$ cat src/rtl/mem_arb_pkg.sv
// Shared encodings and line geometry for the I/D main-memory arbiter.
package mem_arb_pkg;

  localparam int ADDR_W_DEF    = 16;
  localparam int DATA_W_DEF    = 16;
  localparam int BURST_LEN_DEF = 8;
  localparam int MEM_LAT_DEF   = 4;

  localparam int IDX_W = $clog2(BURST_LEN_DEF);
  // Byte offset within a line of 16-bit words.
  localparam int LINE_MASK = 2 * BURST_LEN_DEF - 1;

  typedef enum logic [1:0] {
    IDLE    = 2'd0,
    I_FILL  = 2'd1,
    D_FILL  = 2'd2,
    D_WRITE = 2'd3
  } state_e;

  typedef enum logic {
    SIDE_I = 1'b0,
    SIDE_D = 1'b1
  } side_e;

endpackage

$ cat src/rtl/mem_arbiter_seq.sv
// Line-fill sequencer shared by the I and D fill states: issues the
// line's word addresses back to back and counts the returning words.
module mem_burst_seq
  import mem_arb_pkg::*;
#(
  parameter int ADDR_W    = ADDR_W_DEF,
  parameter int BURST_LEN = BURST_LEN_DEF
) (
  input  logic              clk,
  input  logic              rst_n,
  input  logic              start_i,
  input  logic [ADDR_W-1:0] addr_i,
  input  logic              rvld_i,
  output logic [ADDR_W-1:0] base_o,
  output logic              iss_vld_o,
  output logic [ADDR_W-1:0] iss_addr_o,
  output logic [IDX_W-1:0]  ret_idx_o,
  output logic              last_ret_o
);

  logic [ADDR_W-1:0] base_q, base_d;
  logic [IDX_W-1:0]  iss_cnt_q, iss_cnt_d;
  logic [IDX_W-1:0]  ret_cnt_q, ret_cnt_d;
  logic              iss_act_q, iss_act_d;

  assign base_o     = addr_i & ~ADDR_W'(LINE_MASK);
  assign iss_vld_o  = iss_act_q;
  assign iss_addr_o = base_q + ADDR_W'({iss_cnt_q, 1'b0});
  assign ret_idx_o  = ret_cnt_q;
  assign last_ret_o = (ret_cnt_q == IDX_W'(BURST_LEN - 1));

  // Word 0 leaves with the grant, so the issue counter resumes at 1.
  always_comb begin
    base_d    = base_q;
    iss_cnt_d = iss_cnt_q;
    iss_act_d = iss_act_q;
    ret_cnt_d = ret_cnt_q;
    if (start_i) begin
      base_d    = base_o;
      iss_cnt_d = IDX_W'(1);
      iss_act_d = 1'b1;
      ret_cnt_d = '0;
    end else begin
      if (iss_act_q) begin
        iss_cnt_d = iss_cnt_q + IDX_W'(1);
        if (iss_cnt_q == IDX_W'(BURST_LEN - 1)) iss_act_d = 1'b0;
      end
      if (rvld_i) ret_cnt_d = ret_cnt_q + IDX_W'(1);
    end
  end

  always_ff @(posedge clk or negedge rst_n) begin
    if (!rst_n) begin
      iss_cnt_q <= '0;
      iss_act_q <= 1'b0;
      ret_cnt_q <= '0;
    end else begin
      iss_cnt_q <= iss_cnt_d;
      iss_act_q <= iss_act_d;
      ret_cnt_q <= ret_cnt_d;
    end
  end

  always_ff @(posedge clk) begin
    base_q <= base_d;
  end

endmodule

$ cat src/rtl/mem_arbiter.sv
// Arbitrates the single-ported main memory between I-side line fills and
// D-side fills/writes. Define MEM_ARB_RR_EN for round-robin on contention.
module mem_arbiter
  import mem_arb_pkg::*;
#(
  parameter int ADDR_W    = ADDR_W_DEF,
  parameter int DATA_W    = DATA_W_DEF,
  parameter int BURST_LEN = BURST_LEN_DEF,
  parameter int MEM_LAT   = MEM_LAT_DEF
) (
  input  logic              clk,
  input  logic              rst_n,
  input  logic              i_req,
  input  logic [ADDR_W-1:0] i_addr,
  output logic              i_grant,
  output logic              i_data_vld,
  output logic [DATA_W-1:0] i_data,
  output logic [IDX_W-1:0]  i_word_idx,
  output logic              i_done,
  input  logic              d_req,
  input  logic              d_wr,
  input  logic [ADDR_W-1:0] d_addr,
  input  logic [DATA_W-1:0] d_wdata,
  output logic              d_grant,
  output logic              d_data_vld,
  output logic [DATA_W-1:0] d_data,
  output logic [IDX_W-1:0]  d_word_idx,
  output logic              d_done,
  output logic              mem_en,
  output logic              mem_wr,
  output logic [ADDR_W-1:0] mem_addr,
  output logic [DATA_W-1:0] mem_wdata,
  input  logic [DATA_W-1:0] mem_rdata,
  input  logic              mem_rvld,
  output logic              busy
);

  if (MEM_LAT < 1 || BURST_LEN < 2 || (1 << IDX_W) != BURST_LEN) begin : g_cfg_err
    $error("mem_arbiter: unsupported MEM_LAT/BURST_LEN");
  end

  state_e            state_q, state_d;
  logic              grant_q, grant_d;
  logic              mem_en_q, mem_en_d, mem_wr_q, mem_wr_d;
  logic [ADDR_W-1:0] mem_addr_q, mem_addr_d;
  logic [DATA_W-1:0] mem_wdata_q, mem_wdata_d;
  logic              pick_d, prefer_i, start;
  logic              in_i_fill, in_d_fill, fill_rvld;
  logic [ADDR_W-1:0] seq_base, iss_addr;
  logic              iss_vld, last_ret;
  logic [IDX_W-1:0]  ret_idx;

`ifdef MEM_ARB_RR_EN
  side_e last_q, last_d;

  always_comb begin
    last_d = last_q;
    if (state_q == IDLE && (d_req || i_req)) last_d = pick_d ? SIDE_D : SIDE_I;
  end

  always_ff @(posedge clk or negedge rst_n) begin
    if (!rst_n) last_q <= SIDE_I;
    else        last_q <= last_d;
  end

  assign prefer_i = (last_q == SIDE_D);
`else
  assign prefer_i = 1'b0;
`endif

  assign pick_d    = d_req && !(i_req && prefer_i);
  assign in_i_fill = (state_q == I_FILL);
  assign in_d_fill = (state_q == D_FILL);
  assign fill_rvld = mem_rvld && (in_i_fill || in_d_fill);

  mem_burst_seq #(
    .ADDR_W    (ADDR_W),
    .BURST_LEN (BURST_LEN)
  ) u_seq (
    .clk        (clk),
    .rst_n      (rst_n),
    .start_i    (start),
    .addr_i     (pick_d ? d_addr : i_addr),
    .rvld_i     (fill_rvld),
    .base_o     (seq_base),
    .iss_vld_o  (iss_vld),
    .iss_addr_o (iss_addr),
    .ret_idx_o  (ret_idx),
    .last_ret_o (last_ret)
  );

  always_comb begin
    state_d     = state_q;
    grant_d     = 1'b0;
    start       = 1'b0;
    mem_en_d    = 1'b0;
    mem_wr_d    = 1'b0;
    mem_addr_d  = '0;
    mem_wdata_d = '0;
    case (state_q)
      IDLE: begin
        if (pick_d) begin
          grant_d  = 1'b1;
          mem_en_d = 1'b1;
          if (d_wr) begin
            state_d     = D_WRITE;
            mem_wr_d    = 1'b1;
            mem_addr_d  = d_addr;
            mem_wdata_d = d_wdata;
          end else begin
            state_d    = D_FILL;
            start      = 1'b1;
            mem_addr_d = seq_base;
          end
        end else if (i_req) begin
          grant_d    = 1'b1;
          mem_en_d   = 1'b1;
          state_d    = I_FILL;
          start      = 1'b1;
          mem_addr_d = seq_base;
        end
      end
      I_FILL, D_FILL: begin
        if (iss_vld) begin
          mem_en_d   = 1'b1;
          mem_addr_d = iss_addr;
        end
        if (fill_rvld && last_ret) state_d = IDLE;
      end
      default: state_d = IDLE;
    endcase
  end

  always_ff @(posedge clk or negedge rst_n) begin
    if (!rst_n) begin
      state_q     <= IDLE;
      grant_q     <= 1'b0;
      mem_en_q    <= 1'b0;
      mem_wr_q    <= 1'b0;
      mem_addr_q  <= '0;
      mem_wdata_q <= '0;
    end else begin
      state_q     <= state_d;
      grant_q     <= grant_d;
      mem_en_q    <= mem_en_d;
      mem_wr_q    <= mem_wr_d;
      mem_addr_q  <= mem_addr_d;
      mem_wdata_q <= mem_wdata_d;
    end
  end

  assign mem_en    = mem_en_q;
  assign mem_wr    = mem_wr_q;
  assign mem_addr  = mem_addr_q;
  assign mem_wdata = mem_wdata_q;
  assign busy      = (state_q != IDLE);

  // Read data only reaches the side that owns the current fill.
  assign i_grant    = grant_q && in_i_fill;
  assign i_data_vld = mem_rvld && in_i_fill;
  assign i_data     = i_data_vld ? mem_rdata : '0;
  assign i_word_idx = in_i_fill ? ret_idx : '0;
  assign i_done     = i_data_vld && last_ret;

  assign d_grant    = grant_q && (in_d_fill || state_q == D_WRITE);
  assign d_data_vld = mem_rvld && in_d_fill;
  assign d_data     = d_data_vld ? mem_rdata : '0;
  assign d_word_idx = in_d_fill ? ret_idx : '0;
  assign d_done     = (d_data_vld && last_ret) || (state_q == D_WRITE);

endmodule

$ cat config.mk
export PLATFORM = sky130hd
export DESIGN_NAME = mem_arbiter
export DESIGN_NICKNAME = d
export VERILOG_FILES = /design/src/rtl/mem_arb_pkg.sv /design/src/rtl/mem_arbiter_seq.sv /design/src/rtl/mem_arbiter.sv
export SDC_FILE = /design/constraint.sdc
export NUM_CORES = 1
export LEC_CHECK = 0
export ABC_AREA = 1
export CORE_MARGIN = 2
export CORE_UTILIZATION = 41
export DETAILED_ROUTE_END_ITERATION = 8
export PLACE_DENSITY = 0.85
export SLEW_MARGIN = 25
export SYNTH_ARGS = -nofsm -noshare
export SYNTH_HDL_FRONTEND = slang
export SYNTH_SLANG_ARGS = --single-unit
$ cat constraint.sdc
create_clock -name clk -period 3.1 [get_ports clk]
set_input_delay 0.93 -clock clk [delete_from_list [all_inputs] [get_ports clk]]
set_output_delay 0.93 -clock clk [all_outputs]
set_load 0.1 [all_outputs]
Word-level counts from Yosys, hierarchy flattened
Index checks and enable logic that the tools add are counted.
{"block": "word_totals", "in_bits": 70, "elab_cells": 73, "reg_bits": 56, "output_inout_bits": 79}
{"block": "classes", "eq_ne": 7, "muxes": 36, "n_addsub": 3, "n_reduce_logical": 17}
{"cell": "two-way mux 16 bit", "n": 10}
{"cell": "one-hot mux 16 bit (2 select lines)", "n": 1}
{"cell": "two-way mux 3 bit", "n": 6}
{"cell": "adder 16 x 4 -> 16 bit", "n": 1}
{"cell": "two-way mux 1 bit", "n": 14}
{"cell": "logical AND 1 bit", "n": 8}
{"cell": "adder 3 x 1 -> 3 bit, second input constant", "n": 2}
{"cell": "equality test 3 bit, second input constant", "n": 2}
{"cell": "two-way mux 2 bit", "n": 3}
{"cell": "nonzero test 2 bit", "n": 3}
{"cell": "equality test 2 bit, second input constant", "n": 2}
{"cell": "one-hot mux 2 bit (2 select lines)", "n": 1}
{"cell": "logical OR 1 bit", "n": 3}
{"cell": "inequality test 3 bit, second input constant", "n": 1}
{"cell": "equality test 2 x 1 -> 1 bit, second input constant", "n": 1}
{"cell": "zero test 2 bit", "n": 1}
{"cell": "inequality test 2 bit, second input constant", "n": 1}
{"cell": "one-hot mux 1 bit (2 select lines)", "n": 1}
{"cell": "AND reduction 2 bit", "n": 1}
{"cell": "OR reduction 2 bit", "n": 1}

Logic depth before layout (Yosys ltp)
Gate-level depths: netlist (run 1).
{"block": "logic_depth", "ltp_word": 6, "depth_mapped": 7, "depth_no_buf": 7}

By module
Synthesis (run 1) repeated with hierarchy kept, for this count alone.
{"block": "unflattened", "cells_unflattened": 399, "hier_area_um2": 3072.9}
{"module": "mem_arbiter", "cells_each": 333, "seq_area_each_um2": 925.9, "area_per_inst_um2": 2247.2, "instances": 1}
{"module": "mem_burst_seq", "cells_each": 66, "seq_area_each_um2": 535.5, "area_per_inst_um2": 825.8, "instances": 1}

Worst setup path before layout (run 1)
No wires, ideal clock.
{"block": "synth_path", "path_type": "input to output", "from": "input port mem_rvld", "to": "output port d_data[10]", "slack_ns": -0.500, "n_path_buf": 2, "required_ns": 2.170, "t_arrival_ns": 2.670, "stages": 4, "cell_sequence": "clkbuf_2 nand2_1 buf_2 nor2_1"}
{"block": "synth_via", "elab_chain_len": 2}
{"item": "start: declaration", "line_no": "mem_arbiter.sv:34", "source": "input logic mem_rvld,"}
{"item": "logical AND 1 bit", "line_no": "mem_arbiter.sv:166", "source": "assign d_data_vld = mem_rvld && in_d_fill;"}
{"item": "two-way mux 16 bit", "line_no": "mem_arbiter.sv:167", "source": "assign d_data = d_data_vld ? mem_rdata : '0;"}
{"item": "end: declaration", "line_no": "mem_arbiter.sv:26", "source": "output logic [DATA_W-1:0] d_data,"}
Every way passes these cells.

Final worst setup path (run 1)
{"block": "layout_path", "from": "input port mem_rvld", "to": "output port d_data[1]"}
Same word-level chain as after synthesis.

==> reports/results.tsv, run 1 <==
metric	value	unit
critical path type	primary input to primary output	
switching pwr	0.00235	W
Post-Syn Area	0.00263	mm²
post-CTS sizing	0	
FP Rows	29	
xor/xnor share of the synthesized area	0.666	%
DP Wirelength	5750	µm
post-layout util	73.7	%
Die W	84.1	µm
drc violations	0	
Fmax	0.327	GHz
Final Hold Fails	0	
Overall Global Routing Usage	20.0	%
CP cell instances	clkdlybuf4s50_1, nand2_1, buf_4, nor2_1, buf_12	
Routability Congestion	0.847	
Critical Path End Type	primary output	
CP max stage cell	clkdlybuf4s50_1	
worst clock skew	0.0119	ns
CTS Hold Bufs	0	
unrepaired setup endpoints after global routing	false	
maxcap violations	0	
status	completed	
DR iter-0 viols	100	
yosys warns	0	
routed vias	2455	
Crit path buffers/inverters	3	
area grow syn2layout	76.0	%
dominant delay contributor by cell family on the critical path	buffers and inverters	
dominant cells by area after synthesis	dfrtp_1 42%, nand2_1 15%, edfxtp_1 14%, nor2_1 7.6%, inv_1 7.3%	
antenna violations before repair	0	
initial core utilization	41.9	%
post-synthesis simple-gate area fraction	24.8	%
Worst slew margin	54.6	%
layout cell share with drive strength beyond 1	26.8	%
complex-gate fraction of the synthesized area	3.81	%
WL/cell	13.1	µm
Die Area	0.00707	mm²
mux contribution to synthesized area	0	%
CTS Buf Count	5	
most frequent cells in the layout	102 x nand2_1, 64 x clkdlybuf4s50_1, 51 x inv_1, 50 x buf_4, 44 x dfrtp_1	
main combinational cell family by area after synthesis	simple AND/OR/NAND/NOR gates	
Syn Nets	394	
global-route wire length before repair	11400	µm
post-synthesis sequential area ratio	55.6	%
hold crit path type	flop to flop	
Int Pwr	0.00183	W
drt first pass iters	4	
core area	0.00628	mm²
commonest non-fill, non-tap cell in the layout	nand2_1	
Worst-Margin Slew	0.681	ns
Syn Inst Count	315	
clock share of power	9.0	%
Clock Path Buffers	2	
Pleak	2.37	nW
Worst EP arrival	2.12	ns
post-synth top area cell	dfrtp_1	
Synth top area share	41.9	%
vias in the first global route	2365	
pin count of the biggest net entering global routing	45	
Synth Area in Adders	4.28	%
# placed instances	532	
Final Cycle Share	98.5	%
Vias/cell	4.55	
post-CTS setup buffers	0	
TNS Setup	0	ns
diode count	0	
GR Overflow Total	0	
Sw Share	56.3	%
post-route minimum period	3.05	ns
Power Total	0.00418	W
Worst path max stage delay	0.50	ns
htree depth	2	
share of power burned in registers	25.4	%
io pins	149	
power density cells	904	mW/mm²
# setup viols final	0	
final-report max-slew violation count	0	
Clk pin slew, worst setup/hold paths	0.10	ns
Worst-Skew Late Latency	0.30	ns
Buffers on Ports	144	
fin nets	541	
post-synthesis register bit count	56	
Comb power frac	65.6	%
CTS tree	built	
crit path launch type	primary input	
syn avg cell area	8.35	µm²
root buffer cell	clkbuf_8	
Critical Path RT	2.17	ns
CTS Sinks	56	
crit-path max FO	3	
number of distinct library cells after synthesis	22	
drt total wl	7080	µm
Worst VDD drop	0.551	mV
Post-Layout Cell Count	540	
die height	84.1	µm
antenna viol nets, final	0	
Yosys cell counts:
master and n:
inv_1 51, buf_4 3, o21ai_0 2, a21oi_1 15, buf_2 3, inv_2 4, clkbuf_1 1, o21a_1 1
nor2_4 2, edfxtp_1 12, xor2_1 1, nor2_1 53, ha_1 9, xnor2_1 1, buf_6 3, nor2_8 1
nand2_2 2, clkbuf_2 1, nand2_1 102, o21bai_1 1, dfrtp_1 44, nand3_1 3
final timing paths:
path / from / slack (ns) / cells after the start / end
max in group asynchronous: rst_n / 2.12 / 1 / u_seq.ret_idx_o[1]
worst max register to register: state_q[0] / 1.04 / 6 / u_seq.base_q[5]
worst min-delay path: u_seq.base_q[6] / 0.52 / 2 / mem_addr[6]
worst min register to register: u_seq.base_q[6] / 0.52 / 2 / mem_addr[6]
worst max-delay path: mem_rvld / 0.05 / 5 / d_data[1]
min in group asynchronous: rst_n / 0.61 / 1 / mem_wdata[1]
layer usage:
metal  part of all wire (%)  track usage (%)  vias up
li1                       -                -     1216
met1                     40             25.0     1130
met2                     53             35.4      101
met3                    6.3             4.25        8
met4                   0.99             4.84        0
met5                      0                0        -
power by group through the flow:
| stage | Combinational, W | Clock, W | Sequential, W |
|---|---|---|---|
| floorplan | 0.00120 | 0 | 0.00188 |
| detailed placement | 0.00276 | 0 | 0.00108 |
| finish | 0.00274 | 0.000378 | 0.00106 |
| global route | 0.00286 | 0.000414 | 0.00109 |
| CTS | 0.00276 | 0.000392 | 0.00106 |
| global placement | 0.00271 | 0 | 0.00107 |
registers in the layout (all words and copies together), names as in the netlist:
signal,cells
mem_wr,1
mem_wdata,16
u_seq.iss_vld_o,1
u_seq.base_q,12
u_seq.iss_cnt_q,3
mem_addr,16
u_seq.ret_idx_o,3
grant_q,1
state_q,2
mem_en,1
cell type report:
class                      count  area (µm²)
timing repair buffer         151        1760
fill                         467        1650
sequential                    56        1460
multi-input combinational    193        1020
inverter                      55         206
tap                           77        96.3
clock buffer                   6        72.6
clock inverter                 2        12.5
through the flow:
stage	hold slack, ns	setup WS (ns)	area (µm²)
CTS	0.530	0.0342	4620
floorplan	0.498	-0.343	2770
finish	0.523	0.0454	4630
global placement	0.508	0.0808	4540
detailed placement	0.516	0.0361	4540
global route	0.549	0.00201	4630
worst min-delay path, cell delays in order (launching register included):
cell and delay (ns):
edfxtp_1 0.37, nand2_1 0.07, a21oi_1 0.06
logic make-up (layout without fill, tap and decap cells):
family / count (synthesis) / after routing
AO/OA/AOI/OAI: 19 / 19
XOR/XNOR: 2 / 2
adder cells (fa/ha/maj): 9 / 9
buffers and inverters: 66 / 214
flip-flops: 56 / 56
AND/OR/NAND/NOR: 163 / 163
(Power assumes the default switching activity.)
==> run 2, diff against run 1 <==
--- a/config.mk
+++ b/config.mk
@@ -10,6 +10,8 @@
 export CORE_UTILIZATION = 41
 export DETAILED_ROUTE_END_ITERATION = 8
 export PLACE_DENSITY = 0.85
+export REMOVE_ABC_BUFFERS = 1
+export SKIP_CTS_REPAIR_TIMING = 1
 export SLEW_MARGIN = 25
 export SYNTH_ARGS = -nofsm -noshare
 export SYNTH_HDL_FRONTEND = slang
==> run 2 against run 1 <==
Cell area down 2.2%. Sequential cell count unchanged. Sequential power barely moved. Sequential share of layout area grew 0.72 points. Global-route usage increased by 1.6 points. Final cell count decreased by 0.19%. First-iteration DRC count grew 44%. Maximum frequency increased by 0.43%. Worst hold slack improved by 0.0039 ns. Core utilization is 1.6 points lower. Power is 1.4% higher.
==> reports/results.tsv, run 2 (synthesis gave the netlist of run 1 again) <==
metric	value	unit	change
DP Wirelength	5850	µm	+1.8%
drc violations	0		unchanged
Overall Global Routing Usage	21.6	%	+1.6 points
status	completed		
hold crit path type	flop to flop		
Hold EP	mem_addr[11]		
Final Hold Fails	0		unchanged
Die Area	0.00707	mm²	unchanged
layout cell share with drive strength beyond 1	24.2	%	-2.5 points
FP Rows	29		unchanged
drt total wl	7450	µm	+5.2%
WHS Path Cells	2		unchanged
crit-path max FO	9		+6
die height	84.1	µm	unchanged
CTS Buf Count	5		unchanged
antenna violations before repair	0		unchanged
initial core utilization	41.9	%	unchanged
Buffers on Ports	144		unchanged
maxcap violations	0		unchanged
io pins	149		unchanged
most frequent cells in the layout	102 x nand2_1, 64 x clkdlybuf4s50_1, 51 x inv_1, 49 x buf_4, 44 x dfrtp_1		
WL/cell	13.8	µm	+5.4%
Placement Setup Slack	0.0469	ns	+0.0108 ns
Worst slew margin	57.7	%	+3.1 points
power density cells	937	mW/mm²	+3.7%
critical path type	primary input to primary output		
Final Cycle Share	98.1	%	-0.42 points
Clock Path Buffers	2		unchanged
routed vias	2453		-0.081%
filler cell count in the final layout	466		-0.21%
root buffer cell	clkbuf_8		
antenna viol nets, final	0		unchanged
Worst VDD drop	0.669	mV	+21%
Routability Congestion	0.811		-4.3%
CTS Sinks	56		unchanged
reg2reg start	state_q[0]		
reg2reg path depth	6		unchanged
post-route minimum period	3.04	ns	-0.0130 ns
post-layout util	72.1	%	-1.6 points
min-delay src	u_seq.base_q[11]		
fin nets	540		-0.18%
Pleak	2.37	nW	about the same
vias in the first global route	2519		+6.5%
global-route wire length before repair	12000	µm	+5.3%
Worst EP arrival	2.11	ns	about the same
R2R setup slack	1.21	ns	+0.17 ns
Die W	84.1	µm	unchanged
Vias/cell	4.55		+0.10%
area grow syn2layout	72.1	%	
final worst slack	0.0584	ns	+0.0130 ns
Critical Path RT	2.17	ns	about the same
diode count	0		unchanged
htree depth	2		unchanged
final-report max-slew violation count	0		unchanged
# placed instances	531		-0.19%
GR Overflow Total	0		unchanged
pin count of the biggest net entering global routing	45		unchanged
core area	0.00628	mm²	unchanged
Fmax	0.329	GHz	+0.43%
Worst-Margin Slew	0.634	ns	-0.0464 ns
Clk pin slew, worst setup/hold paths	0.10	ns	about the same
crit path launch type	primary input		
commonest non-fill, non-tap cell in the layout	nand2_1		
Critical R2R Capture	u_seq.base_q[4]		
Power Total	0.00424	W	+1.4%
CTS tree	built		
Worst-Skew Late Latency	0.31	ns	about the same
worst clock skew	0.00964	ns	-0.00231 ns
DR iter-0 viols	144		+44%
Critical Path End Type	primary output		
unrepaired setup endpoints after global routing	true		
# setup viols final	0		unchanged
drt first pass iters	4		unchanged
Post-Layout Cell Count	539		-0.19%
[run 2: through the flow]
step | hold WS [ns] | area, µm² | setup TNS (ns)
after floorplan | 0.500 | 2550 | -11.56
after global placement | 0.506 | 4390 | 0
after detailed placement | 0.513 | 4390 | 0
after CTS | 0.528 | 4500 | 0
after global routing | 0.548 | 4530 | -0.102
final | 0.527 | 4530 | 0
[run 2: critical path, cell delays in order]
cell	delay (ns)
clkdlybuf4s50_1	0.50
nand2_1	0.11
buf_4	0.19
nor2_1	0.18
buf_12	0.20
[run 2: cell type report]
type	instances	area [µm²]	share of cell area [%]
Clock inverter	2	12.5	0.276
Sequential cell	56	1460	32.3
Clock buffer	6	93.8	2.07
Tap cell	77	96.3	2.13
Timing Repair Buffer	150	1750	38.6
Inverter	55	206	4.56
Multi-Input combinational cell	193	907	20.0
[run 2: power by group]
group | internal (W) | switching (W) | total [W]
Sequential | 0.000969 | 0.000103 | 0.00107
Clock | 0.000207 | 0.000236 | 0.000444
Combinational | 0.000692 | 0.00203 | 0.00273
Total | 0.00187 | 0.00237 | 0.00424
[run 2: worst max-delay path by stage]
stage             start  cells past startpoint          to  slack (ns)
5_1_grt        mem_rvld                      5  d_data[10]       -0.03
2_1_floorplan  mem_rvld                      2      d_done       -0.49
3_5_place_dp   mem_rvld                      5   i_data[4]        0.05
3_3_place_gp   mem_rvld                      5   d_data[2]        0.07
4_1_cts        mem_rvld                      5   d_data[2]        0.05
6_report       mem_rvld                      5  d_data[15]        0.06
[run 2: layer usage]
| metal | vias up | GRT usage (%) | wire [µm] |
|---|---|---|---|
| li1 | 1215 | - | - |
| met3 | 22 | 4.55 | 333 |
| met5 | - | 0 | 0 |
| met4 | 0 | 9.24 | 257 |
| met2 | 78 | 39.9 | 4180 |
| met1 | 1138 | 23.7 | 2670 |
==> edit 1, RTL diff (flow settings as in run 1) <==
Change the package constant `BURST_LEN_DEF` from 8 to 16.
--- a/src/rtl/mem_arb_pkg.sv
+++ b/src/rtl/mem_arb_pkg.sv
@@ -3,7 +3,7 @@
 
   localparam int ADDR_W_DEF    = 16;
   localparam int DATA_W_DEF    = 16;
-  localparam int BURST_LEN_DEF = 8;
+  localparam int BURST_LEN_DEF = 16;
   localparam int MEM_LAT_DEF   = 4;
 
   localparam int IDX_W = $clog2(BURST_LEN_DEF);
Interface: changed (resized d_word_idx and i_word_idx); port bits go from 149 to 151. The function was not compared with the original's and may differ.
==> edit 1 against run 1 <==
  * Routed wire length grew 7.6%
  * Power increased by 8.0%
  * Synthesized area grew 3.1%
  * Highest routed layer unchanged
  * Final area increased by 1.2%
  * Via count is 5.7% higher
  * Core utilization down 0.36 points
  * Register-to-register slack gained 0.24 ns
  * Sequential share of layout area barely moved
  * Critical endpoint is now i_data[8]
  * Sequential cell count grew 1
  * Maximum frequency down 1.2%
  * Worst hold slack gained 0.0023 ns
  * Die area rose by 3.0%
  * Worst setup slack got worse by 0.036 ns
==> edit 1: results (changes against run 1) <==
| Metric | Value |
|---|---|
| Synth Area in Compound Gates | 6.27% (+2.5 points) |
| Post-synth cell types | 23 (+4.5%) |
| Worst hold margin | 0.526 ns (+0.00230 ns) |
| Area share of xor/xnor cells in the synthesized design | 0.323% (-0.34 points) |
| Post-synthesis sequential area ratio | 54.6% (-0.95 points) |
| Worst setup path end | i_data[8] |
| Critical hold path startpoint | u_seq.base_q[7] |
| First-pass GRT wire length | 12000 um (+5.3%) |
| Crit path DAT | 2.16 ns (+0.04 ns) |
| Port bufs | 145 (+0.69%) |
| FF-to-FF path depth | 7 (+1) |
| CTS buffer count | 9 (+4) |
| Antenna cells | 0 (unchanged) |
| Number of setup buffers added after CTS | 0 (unchanged) |
| First-pass detailed-route iteration total | 4 (unchanged) |
| Hold Crit Endpoint | mem_addr[7] |
| Layout cell share with drive strength beyond 1 | 23.5% (-3.3 points) |
| Hold path depth | 2 (unchanged) |
| Status | finished, final reports clean |
| Via count | 2594 (+5.7%) |
| GPL Wtd Cong | 0.760 (-10%) |
| # resized after CTS | 1 (+1) |
| Worst-path fanout max | 10 (+7) |
| Worst min-delay path class | flop to flop |
| Async S/R FF share, synth | 80.7% (+2.1 points) |
| Clock tree buffer depth | 2 (unchanged) |
| Post-Synth Adder-Cell Area | 3.23% (-1.1 points) |
| Fillers | 450 (-3.6%) |
| Final setup violation count | 0 (unchanged) |
| Number of flops mapped to enable cells by yosys | 11 (-1) |
| Tcrit/Tclk final | 99.7% (+1.2 points) |
| Synth Net Count | 409 (+3.8%) |
| Dpl ws | -0.00364 ns (-0.0397 ns) |
| Skew final | 0.00833 ns (-0.00362 ns) |
| FF+latch area | 1480 um^2 (+1.4%) |
| DP Area | 4480 um^2 (-1.3%) |
| Hpwl dp | 5780 um (+0.60%) |
| Post-synth top cells | nand2_1 (83), inv_1 (67), nor2_1 (58) |
| Largest net degree at the start of global routing | 47 (+4.4%) |
| Worst-skew pair later-pin latency | 0.32 ns (+0.02 ns) |
| Mux contribution to synthesized area | 0% (unchanged) |
| Worst r2r dst | u_seq.ret_idx_o[3] |
| Clk slew on worst S/H paths | 0.06 ns (-0.04 ns) |
| Leakage | 2.46 nW (+3.6%) |
| Drt wl/cell | 13.5 um (+2.6%) |
| CP Launch Point | mem_rvld |
| Worst r2r src | state_q[0] |
| Largest cells by area after synthesis | dfrtp_1 (42%), edfxtp_1 (12%), nand2_1 (11%) |
| Nets | 561 (+3.7%) |
| Antenna violations before repair | 0 (unchanged) |
| Tot GR Track Use | 20.9% (+0.85 points) |
| Worst-Margin Slew | 0.627 ns (-0.0538 ns) |
| Drt initial violations | 136 (+36%) |
| # H-tree levels | 3 (+1) |
| Cells after DPL | 550 (+3.4%) |
| Mapped Cells | 332 (+5.4%) |
| Post-Route WL | 7610 um (+7.6%) |
| Peak supply drop | 553 uV (+0.41%) |
| CTS root buf | clkbuf_8 |
| Setup slack, reg-to-reg | 1.28 ns (+0.24 ns) |
edit 1: cell type report:
class / count / share of cell area (%)
inverter: 70 / 5.61
sequential: 57 / 31.6
multi-input combinational: 195 / 19.3
clock inverter: 4 / 0.934
tap: 77 / 2.06
clock buffer: 12 / 3.10
timing repair buffer: 151 / 37.4
edit 1: logic make-up after synthesis:
kind of cell / Yosys count
AND/OR/NAND/NOR: 154
buffers and inverters: 80
flip-flops: 57
AO/OA/AOI/OAI: 33
adder cells (fa/ha/maj): 7
XOR/XNOR: 1
edit 1: layer usage:
layer,wire length [um],GRT usage (%),vias up
met2,4240,38.4,77
met1,2850,23.2,1207
met3,297,2.92,22
li1,-,-,1288
met5,0,0,-
met4,219,11.0,0
edit 1: worst max-delay path: stages:
cell and delay [ns]:
clkdlybuf4s50_1 0.51, nand2_1 0.10, buf_4 0.20, nor2_1 0.20, buf_12 0.21
edit 1: power by group:
part	internal (mW)	switching, mW
Combinational	0.691	2.07
Clock	0.388	0.281
Sequential	0.981	0.108
==> edit 2, RTL diff (settings of run 1) <==
Made on the original files. `mem_addr_q` and `mem_wdata_q` no longer have a reset.
--- a/src/rtl/mem_arbiter.sv
+++ b/src/rtl/mem_arbiter.sv
@@ -137,16 +137,17 @@
       grant_q     <= 1'b0;
       mem_en_q    <= 1'b0;
       mem_wr_q    <= 1'b0;
-      mem_addr_q  <= '0;
-      mem_wdata_q <= '0;
     end else begin
       state_q     <= state_d;
       grant_q     <= grant_d;
       mem_en_q    <= mem_en_d;
       mem_wr_q    <= mem_wr_d;
-      mem_addr_q  <= mem_addr_d;
-      mem_wdata_q <= mem_wdata_d;
     end
+  end
+
+  always_ff @(posedge clk) begin
+    mem_addr_q  <= mem_addr_d;
+    mem_wdata_q <= mem_wdata_d;
   end
 
   assign mem_en    = mem_en_q;
Check against the original RTL: not equivalent (a bounded check fails within 4 cycles, from zero or initial values and one cycle with rst_n low).
==> edit 2 against run 1 <==
  * Clock skew decreased by 0.0024 ns
  * Routed wire length decreased by 2.4%
  * Count of clock-buffer cells in the layout unchanged
  * Synthesized area decreased by 6.1%
  * Clock power increased by 4%
  * Worst hold slack improved by 0.013 ns
  * Final area decreased by 3.8%
  * Critical path depth unchanged
  * Sequential share of layout area decreased by 2.3 points
  * Core utilization increased by 1.9 points
  * Sequential cell count unchanged
  * Worst setup slack improved by 0.046 ns
  * Highest routed layer unchanged
  * Power increased by 0.58%
==> edit 2: results (changes against run 1) <==
| Metric | Value |
|---|---|
| GPL Wtd Cong | 0.728 (-14%) |
| Fraction of area in multi-input gates | 22.9% (+0.76 points) |
| Layout cell share with drive strength beyond 1 | 26.3% (-0.43 points) |
| First-pass GRT wire length | 10400 um (-8.7%) |
| Status | finished, final reports clean |
| Drt wl/cell | 12.8 um (-2.0%) |
| Clk cell area share | 1.94% (+0.10 points) |
| Post-synth cell types | 23 (+4.5%) |
| DP Area | 4370 um^2 (-3.8%) |
| Cells after DPL | 530 (-0.38%) |
| Largest cells by area after synthesis | dfxtp_1 (26%), nand2_1 (16%), edfxtp_1 (15%) |
| Skew final | 0.00952 ns (-0.00242 ns) |
| Number of global-route vias before repair | 2315 (-2.1%) |
| Synth Area in Compound Gates | 4.05% (+0.25 points) |
| Area share of xor/xnor cells in the synthesized design | 0.709% (+0.043 points) |
| Met1 Track Usage GR | 20.1% (-4.9 points) |
| Post-DR vias/cell | 4.56 (+0.25%) |
| Worst-path fanout max | 10 (+7) |
| Post-Route WL | 6910 um (-2.4%) |
| Metal1 wirelength | 2340 um (-17%) |
| Peak supply drop | 876 uV (+59%) |
| Global Route met2 Usage | 39.7% (+4.3 points) |
| Drt initial violations | 102 (+2.0%) |
| Footprint of the multi-input gates | 1020 um^2 (-0.49%) |
| Tot GR Track Use | 20.4% (+0.40 points) |
| Layout non-clock buf frac | 39.2% (+1.3 points) |
| Async S/R FF share, synth | 21.4% (-57 points) |
| Slew margin rel. | 57.7% (+3.1 points) |
| Fillers | 465 (-0.43%) |
| GR Util met3 | 6.37% (+2.1 points) |
| Post-Synth Adder-Cell Area | 4.56% (+0.28 points) |
| Met3 Wirelength | 718 um (+61%) |
[edit 2: cell count changes in the layout (fill, tap and decap cells not counted), sizes merged]
| cell | run 1 | this run |
|---|---|---|
| buf | 87 | 86 |
| clkdlybuf4s50 | 64 | 65 |
| clkinv | 2 | 1 |
| dfrtp | 44 | 12 |
| dfxtp | 0 | 32 |
| inv | 55 | 56 |
[edit 2: worst paths after layout]
check                                start            endpoint  slack, ns  depth (start not counted)
hold reg to reg            u_seq.base_q[5]         mem_addr[5]       0.54                          2
hold / removal             u_seq.base_q[5]         mem_addr[5]       0.54                          2
setup reg to reg                state_q[0]     u_seq.base_q[6]       1.20                          6
max in group asynchronous            rst_n  u_seq.iss_cnt_q[1]       1.78                          1
min in group asynchronous            rst_n  u_seq.ret_idx_o[1]       0.97                          1
setup / recovery                  mem_rvld          d_data[10]       0.09                          5
[edit 2: power by group]
group	total (mW)	internal, mW	switching, mW
registers	1.08	0.969	0.106
clock network	0.393	0.162	0.232
logic	2.74	0.697	2.04
